File: config.mk
export PLATFORM = sky130hd
export DESIGN_NAME = bank_cmd_fsm
export DESIGN_NICKNAME = d
export VERILOG_FILES = /design/src/rtl/bank_cmd_fsm.sv
export SDC_FILE = /design/constraint.sdc
export NUM_CORES = 1
export LEC_CHECK = 0
export ABC_CLOCK_PERIOD_IN_PS = 7700
export CORE_AREA = 2 2 70 72
export CTS_CLUSTER_SIZE = 12
export DETAILED_ROUTE_END_ITERATION = 8
export DIE_AREA = 0 0 72 74
export PLACE_DENSITY = 0.77
export RECOVER_POWER = 100
export SLEW_MARGIN = 10
export SYNTH_ARGS = -nofsm -noshare
export SYNTH_HDL_FRONTEND = slang
export SYNTH_SLANG_ARGS = --single-unit
File: constraint.sdc
create_clock -name clk -period 7.7 [get_ports clk]
set_input_delay 1.54 -clock clk [delete_from_list [all_inputs] [get_ports clk]]
set_output_delay 1.54 -clock clk [all_outputs]
set_load 0.005 [all_outputs]
File: src/rtl/bank_cmd_fsm.sv
// Per-bank DDR command tracker: decodes ACT/RD/WR/PRE/REF into bank state, open row and a data-sync pulse.
// Latency: state/RowId/cmd_err update one edge after the command; sync is combinational on the first data beat.
// Backpressure: stall freezes the burst beat counter in READING/WRITING only; ignored elsewhere.
module bank_cmd_fsm #(
    parameter int ADDRWIDTH = 17,
    parameter int TRCD      = 4,
    parameter int TCL       = 4,
    parameter int TCWL      = 3,
    parameter int TBL       = 4,
    parameter int TRP       = 4,
    parameter int TRFC      = 8
) (
    input  logic                 clk,
    input  logic                 reset,
    input  logic                 sel,
    input  logic [2:0]           cmd,
    input  logic [ADDRWIDTH-1:0] row,
    input  logic                 stall,
    output logic [4:0]           BankFSM,
    output logic [ADDRWIDTH-1:0] RowId,
    output logic                 sync,
    output logic                 cmd_err
);

    typedef enum logic [4:0] {
        IDLE        = 5'b00000,
        ACTIVATING  = 5'b00001,
        ACTIVE      = 5'b00010,
        PRECHARGING = 5'b00100,
        REFRESHING  = 5'b01000,
        READING     = 5'b01011,
        WRITING     = 5'b10010
    } state_t;

    localparam logic [2:0] CMD_ACT = 3'd1;
    localparam logic [2:0] CMD_RD  = 3'd2;
    localparam logic [2:0] CMD_WR  = 3'd3;
    localparam logic [2:0] CMD_PRE = 3'd4;
    localparam logic [2:0] CMD_REF = 3'd5;

    localparam logic [7:0] TRCD_M1  = 8'(TRCD - 1);
    localparam logic [7:0] TRP_M1   = 8'(TRP - 1);
    localparam logic [7:0] TRFC_M1  = 8'(TRFC - 1);
    localparam logic [7:0] RD_DATA  = 8'(TCL);
    localparam logic [7:0] WR_DATA  = 8'(TCWL);
    localparam logic [7:0] RD_LAST  = 8'(TCL + TBL - 1);
    localparam logic [7:0] WR_LAST  = 8'(TCWL + TBL - 1);

    state_t                 state_q;
    logic [ADDRWIDTH-1:0]   row_q;
    logic [7:0]             cnt_q;
    logic                   cmd_err_q;

    logic                   cmd_vld;
    logic                   in_burst;
    logic [7:0]             beat_data;
    logic [7:0]             beat_last;

    assign cmd_vld = sel && (cmd != 3'd0) && (cmd <= CMD_REF);

    // cnt_q counts down in timed states and is the beat index k in bursts.
    always_comb begin
        in_burst  = (state_q == READING) || (state_q == WRITING);
        beat_data = (state_q == WRITING) ? WR_DATA : RD_DATA;
        beat_last = (state_q == WRITING) ? WR_LAST : RD_LAST;
    end

    always_ff @(posedge clk or posedge reset) begin
        if (reset) begin
            state_q   <= IDLE;
            row_q     <= '0;
            cnt_q     <= '0;
            cmd_err_q <= 1'b0;
        end else begin
            cmd_err_q <= 1'b0;
            case (state_q)
                IDLE: begin
                    if (cmd_vld) begin
                        case (cmd)
                            CMD_ACT: begin
                                state_q <= ACTIVATING;
                                row_q   <= row;
                                cnt_q   <= TRCD_M1;
                            end
                            CMD_REF: begin
                                state_q <= REFRESHING;
                                cnt_q   <= TRFC_M1;
                            end
                            CMD_PRE: ;
                            default: cmd_err_q <= 1'b1;
                        endcase
                    end
                end
                ACTIVE: begin
                    if (cmd_vld) begin
                        case (cmd)
                            CMD_RD: begin
                                state_q <= READING;
                                cnt_q   <= '0;
                            end
                            CMD_WR: begin
                                state_q <= WRITING;
                                cnt_q   <= '0;
                            end
                            CMD_PRE: begin
                                state_q <= PRECHARGING;
                                cnt_q   <= TRP_M1;
                            end
                            default: cmd_err_q <= 1'b1;
                        endcase
                    end
                end
                READING, WRITING: begin
                    cmd_err_q <= cmd_vld;
                    if (!stall) begin
                        if (cnt_q == beat_last) begin
                            state_q <= ACTIVE;
                            cnt_q   <= '0;
                        end else begin
                            cnt_q <= cnt_q + 8'd1;
                        end
                    end
                end
                ACTIVATING, PRECHARGING, REFRESHING: begin
                    cmd_err_q <= cmd_vld;
                    if (cnt_q == 8'd0) begin
                        state_q <= (state_q == ACTIVATING) ? ACTIVE : IDLE;
                    end else begin
                        cnt_q <= cnt_q - 8'd1;
                    end
                end
                default: begin
                    state_q <= IDLE;
                    cnt_q   <= '0;
                end
            endcase
        end
    end

    assign BankFSM = state_q;
    assign RowId   = row_q;
    assign cmd_err = cmd_err_q;
    assign sync    = in_burst && (cnt_q == beat_data) && !stall;

endmodule

# == Word level (Yosys, flattened, before mapping) ==
# Cells that the tools add are included.
# totals
output_inout_bits,24
reg_bits,31
elab_cells,71
# op_classes
mux,24
magnitude_cmp,1
n_addsub,2
eq_ne,22
reduce_logical,18
# op_table
op,count
2-to-1 mux 8 bit,5
one-hot mux 8 bit (2 select lines),2
one-hot mux 8 bit (4 select lines),1
2-to-1 mux 5 bit,5
one-hot mux 5 bit (4 select lines),1
equality test 8 x 3 -> 1 bit,2
one-hot mux 5 bit (3 select lines),1
!= test 2 bit (second input constant),6
equality test 5 x 4 -> 1 bit (second input constant),2
one-hot mux 5 bit (2 select lines),1
OR reduction 3 bit,3
adder 8 x 1 -> 8 bit (second input constant),1
logical NOT 8 bit,1
subtractor 8 x 1 -> 8 bit (second input constant),1
AND reduction 7 bit,1
equality test 3 x 2 -> 1 bit (second input constant),2
equality test 3 bit (second input constant),2
AND reduction 6 bit,1
equality test 5 x 1 -> 1 bit (second input constant),1
equality test 5 x 2 -> 1 bit (second input constant),1
equality test 5 x 3 -> 1 bit (second input constant),1
equality test 5 bit (second input constant),1
logical NOT 5 bit,1
2-to-1 mux 1 bit,5
other kinds (15),19

# == Logic depth before layout (Yosys ltp) ==
# Gate-level depths: netlist of the first run.
# depth
ltp_word,6
mapped_depth,8

# == Worst setup path before layout of the first run ==
# Ideal clock, no wire load.
# synth_path
path_type,input to output
start,input stall
end,output sync
cell_stages,1
path_buffers,0
setup_slack_ns,4.297
t_arrival_ns,1.863
required_time_ns,6.160
path_cell_list,nor4b_1
# synth_between
elab_chain_cells,2
# synth_rtl
element,line_no,rtl
from (decl),18,"input logic stall,"
logical NOT 1 bit,143,assign sync = in_burst && (cnt_q == beat_data) && !stall;
logical AND 1 bit,143,
to (decl),21,"output logic sync,"
# No other way between the ends.

# == Worst setup path after layout of the first run ==
# layout_path
start,input cmd[2]
end,register cnt_q[0]
# layout_between
elab_chain_cells,5
# layout_rtl
element,line_no,rtl
from (decl),16,"input logic [2:0] cmd,"
equality test 3 x 2 -> 1 bit or nonzero test 3 bit (tied branches),"96, 59",
OR reduction 2 bit (no line) or logical AND 1 bit (tied branches),n/a,
one-hot mux 8 bit (2 select lines) or logical AND 1 bit (tied branches),"96, 59",
2-to-1 mux 8 bit or != test 2 bit (tied branches),n/a,
one-hot mux 8 bit (4 select lines) or AND reduction 6 bit (tied branches),n/a,
to (signal assigned),120,cnt_q <= cnt_q + 8'd1;
to (signal assigned),129,cnt_q <= cnt_q - 8'd1;
to (decl),51,logic [7:0] cnt_q;
# Parallel ways exist; a longest one is shown, timed or not. The select of a mux whose other input is x is not followed.
# A chain may end at the register's enable or synchronous reset.

==> impl_metrics.env, run 1 <==
export IMPL_vdd_drop_max_mv=0.236
export IMPL_clock_skew_ns=0.00694
export IMPL_start_kind="input port"
export IMPL_start_util=0.445
export IMPL_leakagePower_nw=1.11
export IMPL_dpl_hpwl_um=3560
export IMPL_dieArea_mm2=0.00533
export IMPL_diodes=0
export IMPL_postCtsHoldBufs=0
export IMPL_nets=272
export IMPL_synth_area_leaders="dfrtp_1 38%, mux2_2 11%, nand2_1 2.9%"
export IMPL_grt_pass1_vias=1688
export IMPL_vias=1784
export IMPL_antenna_left=0
export IMPL_drive_gt1_frac=0.163
export IMPL_cts_sinks=31
export IMPL_crit_arrival_ns=4.69
export IMPL_fin_crit_sh=0.585
export IMPL_holdCritPathClass="flip-flop to flip-flop"
export IMPL_drt_iter0_drc=125
export IMPL_hold_violations=0
export IMPL_cts_inserted_buffers=5
export IMPL_fp_row_count=25
export IMPL_die_width_um=72
export IMPL_syn_avg_cell_area_um2=10.1
export IMPL_port_buffers=47
export IMPL_rsz0062_at_grt="no"
export IMPL_vias_per_cell=5.95
export IMPL_yosysSeqAreaShare=0.379
export IMPL_grt_usage=0.199
export IMPL_setup_tns_ns=0
export IMPL_htreeDepth=2
export IMPL_dr_pass1_iters=5
export IMPL_area_growth_synth_to_final_pct=27.1
export IMPL_synth_largest_area_cell="dfrtp_1"
export IMPL_cts_root_buf="clkbuf_8"
export IMPL_synthCells=203
export IMPL_status="finished, violations left"
export IMPL_yosysWarnings=0
export IMPL_worstPathMaxFanout=10
export IMPL_clock_latency_ns=0.29
export IMPL_hold_slack_ns=0.499
export IMPL_cts_repair_resized=0
export IMPL_routed_wl_um=5160
export IMPL_die_height_um=74
export IMPL_fp_coreArea_mm2=0.00460
export IMPL_ys_types=56
export IMPL_antenna_found_initial=0
export IMPL_drv_cap=1
export IMPL_worstPathRequired_ns=7.88
export IMPL_fin_util=0.566
export IMPL_slew_headroom=-0.132
export IMPL_fmax_ghz=0.222
export IMPL_grt_remaining_overflow=0
export IMPL_yosysTopAreaCellShare=0.379
export IMPL_synth_main_ff_cell="dfrtp_1"
export IMPL_synth_seq_cells=31
export IMPL_crit_type="input port to flip-flop"
export IMPL_min_period_ns=4.51
export IMPL_place_congestion=0.896
export IMPL_cts_tree="done"
export IMPL_synthArstFlopShare=1.00
export IMPL_synthesis_area_mm2=0.00205
export IMPL_wl_per_cell_um=17.2
export IMPL_post_cts_repair_setup_buffers=0
export IMPL_grt_start_max_net_pins=32
export IMPL_violations="capacitance limit, slew limit"
export IMPL_tightest_slew_ns=1.70
export IMPL_clk_pin_slew_ns=0.08
export IMPL_slew_violations=32
export IMPL_power_density_mw_per_mm2=392
export IMPL_setup_violations=0
export IMPL_synth_edff_count=0
export IMPL_synth_nets=230
export IMPL_grt_first_pass_wirelength_um=8180
export IMPL_drc=0
export IMPL_clk_path_buf_depth=2
export IMPL_crit_path_end_kind="flip-flop"
export IMPL_io_pins=48
==> synthesized netlist by cell type, types with 3 or more instances <==
library cell,count
dfrtp_1,31
nand3_1,7
o32ai_1,3
inv_1,6
a32o_1,4
nand2_1,16
and3_1,3
or3_1,3
xor2_1,3
mux2_4,3
buf_6,3
xnor2_1,3
nor2_1,10
o22ai_1,3
nor2b_1,5
nor3_1,4
o211ai_1,4
ha_1,3
a21oi_1,9
mux2i_1,3
clkbuf_1,6
o21ai_0,9
mux2_2,20
or4_1,3
==> logic make-up (layout without fill, tap and decap cells) <==
| logic type | after synthesis | in the layout | synth area share |
|---|---|---|---|
| AO/OA/AOI/OAI | 48 | 48 | 0.177 |
| buffers and inverters | 19 | 62 | 0.0501 |
| multiplexers | 26 | 26 | 0.147 |
| flip-flops | 31 | 31 | 0.379 |
| XOR/XNOR | 6 | 6 | 0.0257 |
| adder cells (fa/ha/maj) | 3 | 3 | 0.0183 |
| AND/OR/NAND/NOR | 70 | 70 | 0.203 |
==> cells in the final DEF, fill, tap and decap left out, drive strengths merged, types with 5 or more instances in the layout <==
cell           instances
dfrtp                 31
nand2                 16
dlygate4sd3           27
a21oi                 10
nor2                  10
mux2                  23
clkbuf                 7
inv                    6
nand3                  7
clkdlybuf4s50         20
nor2b                  5
o21ai                 10
==> critical path, stage by stage <==
cell and delay (ns):
dlygate4sd3_1 0.73, or3b_1 0.49, and3_1 0.20, o21ai_0 0.73, and2_0 0.60, mux2_2 0.40
==> metrics by stage <==
stage	instances	setup WS, ns	power (mW)	cell area, um2
2_1_floorplan	203	4.30	0.709	2050
3_3_place_gp	292	3.25	0.875	2510
3_5_place_dp	292	3.25	0.889	2510
4_1_cts	300	3.25	1.06	2630
5_1_grt	300	3.03	1.09	2600
6_report	300	3.19	1.02	2600
==> flip-flops by register name (all words and copies together) (netlist names) <==
name,cells
BankFSM,5
RowId,17
cmd_err,1
cnt_q,8
==> cell type report <==
type,instances,area (um2)
Fill cell,412,2000
Multi-Input combinational cell,153,1140
Timing Repair Buffer,48,474
Tap cell,54,67.6
Clock buffer,6,82.6
Inverter,6,22.5
Sequential cell,31,776
Clock inverter,2,35.0
==> per-layer routing <==
layer | vias to the layer above | wire [um] | GRT usage
li1 | 845 | - | -
met1 | 870 | 2170 | 0.263
met2 | 64 | 2600 | 0.326
met3 | 5 | 323 | 0.0393
met4 | 0 | 63 | 0.0797
met5 | - | 0 | 0
==> power by group <==
| part | internal [mW] | total [mW] | switching [mW] | leakage (nW) |
|---|---|---|---|---|
| Sequential | 0.233 | 0.316 | 0.0835 | 0.397 |
| Combinational | 0.273 | 0.532 | 0.259 | 0.651 |
| Clock | 0.105 | 0.172 | 0.0668 | 0.0612 |
==> path summary, 6_finish.rpt <==
kind / from / to / slack (ns) / cells after the start
worst min register to register: RowId[11] / RowId[11] / 0.50 / 1
max in group asynchronous: reset / RowId[14] / 4.42 / 3
worst max register to register: cnt_q[4] / cnt_q[1] / 4.92 / 5
min in group asynchronous: reset / RowId[16] / 2.29 / 3
worst min-delay path: RowId[11] / RowId[11] / 0.50 / 1
worst max-delay path: cmd[2] / cnt_q[0] / 3.19 / 6
No activity file was read; power rests on OpenSTA's default activity.
==> run 2: changes to the inputs <==
- ABC_CLOCK_PERIOD_IN_PS: 7700 -> 4700
- clock period: 7.7 -> 4.7 ns (I/O delays scaled with it)
==> run 2 against run 1 <==
Net effect:
- the run now ends clean
- wire length down 3.1%
- flip-flop and latch count unchanged
- clock power up 62%
- clock skew down 0.0013 ns
- register-to-register slack worse by 3.0 ns
- utilization unchanged
- largest cell class unchanged
- critical path depth unchanged
- global-route usage down 0.36 points
- count of clock-buffer cells in the layout unchanged
- die area unchanged
- via count down 1.9%
==> impl_metrics.env, run 2 (same netlist as run 1, synthesis figures left out) <==
export IMPL_fin_ws_ns=0.876
export IMPL_port_buffers=47
export IMPL_postLayoutCellArea_mm2=0.00260
export IMPL_multi_input_area_mm2=0.00114
export IMPL_routed_wl_um=5000
export IMPL_dpl_hpwl_um=3560
export IMPL_grt_start_max_net_pins=21
export IMPL_slew_headroom=0.250
export IMPL_fill_cells=398
export IMPL_area_growth_synth_to_final_pct=27.1
export IMPL_start_kind="input port"
export IMPL_leakagePower_nw=1.11
export IMPL_final_cells=300
export IMPL_crit_path_end_kind="flip-flop"
export IMPL_clock_latency_ns=0.29
export IMPL_min_from="RowId[2]"
export IMPL_io_pins=48
export IMPL_holdCritPathClass="flip-flop to flip-flop"
export IMPL_fp_row_count=25
export IMPL_crit_arrival_ns=4.00
export IMPL_status="completed"
export IMPL_top_layer="met4"
export IMPL_r2r_end="cnt_q[1]"
export IMPL_postCtsHoldBufs=0
export IMPL_hold_violations=0
export IMPL_nets=272
export IMPL_dp_cells=292
export IMPL_min_to="RowId[2]"
export IMPL_place_ws_ns=1.37
export IMPL_cts_repair_resized=0
export IMPL_ff_latch_area_um2=776
export IMPL_crit_path_max_incr_delay_ns=0.71
export IMPL_tightest_slew_ns=1.12
export IMPL_post_cts_repair_setup_buffers=0
export IMPL_start_util=0.445
export IMPL_grt_pass1_vias=1655
export IMPL_slew_violations=0
export IMPL_cts_root_buf="clkbuf_8"
export IMPL_drt_iter0_drc=94
export IMPL_critPathTopFamily="simple AND/OR/NAND/NOR gates"
export IMPL_place_congestion=0.887
export IMPL_clock_skew_ns=0.00564
export IMPL_routed_wl_met3_um=200
export IMPL_power_density_mw_per_mm2=638
export IMPL_fin_crit_sh=0.814
export IMPL_cts_sinks=31
export IMPL_drv_cap=0
export IMPL_vdd_drop_max_mv=0.341
export IMPL_antenna_found_initial=0
export IMPL_drc=0
export IMPL_reg2regPathDepth=5
export IMPL_rrSetupSlack_ns=1.93
export IMPL_die_width_um=72
export IMPL_clk_path_buf_depth=2
export IMPL_worstReg2RegStart="cnt_q[4]"
export IMPL_rsz0062_at_grt="no"
export IMPL_crit_type="input port to flip-flop"
export IMPL_grt_usage=0.196
export IMPL_wl_met2_um=2430
export IMPL_setup_tns_ns=0
export IMPL_worstPathCellList="dlygate4sd3_1 -> or3b_1 -> and3_1 -> o21ai_0 -> and2_0 -> mux2_2"
export IMPL_fmax_ghz=0.262
export IMPL_worstPathRequired_ns=4.87
export IMPL_die_height_um=74
export IMPL_diodes=0
export IMPL_met1_length_um=2300
export IMPL_grt_remaining_overflow=0
export IMPL_crit_slowest_cell="dlygate4sd3_1"
export IMPL_worstPathMaxFanout=10
export IMPL_grt_first_pass_wirelength_um=8140
export IMPL_path_buf_inv=1
export IMPL_htreeDepth=2
export IMPL_cts_tree="done"
export IMPL_hold_depth=1
export IMPL_cts_inserted_buffers=5
export IMPL_min_period_ns=3.82
export IMPL_vias=1750
export IMPL_placed_cell_area_mm2=0.00251
export IMPL_wl_per_cell_um=16.7
export IMPL_final_common_cell="dfrtp_1"
export IMPL_drive_gt1_frac=0.159
export IMPL_setup_violations=0
export IMPL_largest_register_ffs=17
export IMPL_vias_per_cell=5.83
export IMPL_fp_coreArea_mm2=0.00460
export IMPL_clk_pin_slew_ns=0.07
export IMPL_antenna_left=0
export IMPL_cp_num_cells=6
export IMPL_final_cell_mix="31 x dfrtp_1, 27 x dlygate4sd3_1, 20 x mux2_2, 20 x clkdlybuf4s50_1, 16 x nand2_1"
export IMPL_dr_pass1_iters=4
export IMPL_dieArea_mm2=0.00533
## run 2: where the power goes
group          internal, mW  switching (mW)  leakage (nW)
clock                 0.172           0.107        0.0612
combinational         0.445           0.415         0.651
sequential            0.381           0.141         0.397
total                 0.998           0.663          1.11
## run 2: area by class of cell
class | instances | area share
clock buffer | 6 | 0.0317
timing repair buffer | 48 | 0.182
multi-input combinational | 153 | 0.440
inverter | 6 | 0.00865
sequential | 31 | 0.298
tap | 54 | 0.0260
clock inverter | 2 | 0.0135
## run 2: worst register-to-register path: cells and delay by family, from the launching register on
| kind | cells | cell delay (ns) |
|---|---|---|
| mux | 1 | 0.41 |
| flops | 1 | 0.48 |
| simple gates | 3 | 1.59 |
| compound gates | 1 | 0.18 |
## run 2: per-layer routing
layer	vias to the layer above	track usage
li1	853	-
met1	843	0.265
met2	45	0.321
met3	9	0.0379
met4	0	0.0587
met5	-	0
## run 2: how the worst max path moves through the flow
| stage | startpoint | to | slack, ns |
|---|---|---|---|
| 3_3_place_gp | cmd[2] | BankFSM[1] | 1.39 |
| 3_5_place_dp | cmd[0] | RowId[10] | 1.37 |
| 6_report | cmd[2] | cnt_q[0] | 0.88 |
| 4_1_cts | BankFSM[0] | sync | 1.08 |
| 5_1_grt | cmd[2] | cnt_q[0] | 0.75 |
| 2_1_floorplan | cmd[2] | cnt_q[0] | 1.95 |
## run 2: through the flow
| stage | utilization | hold slack, ns | power [mW] |
|---|---|---|---|
| global route | 0.566 | 0.517 | 1.79 |
| CTS | 0.572 | 0.510 | 1.74 |
| floorplan | - | 0.504 | 1.16 |
| global placement | 0.546 | 0.488 | 1.44 |
| finish | 0.566 | 0.503 | 1.66 |
| detailed placement | 0.546 | 0.493 | 1.46 |
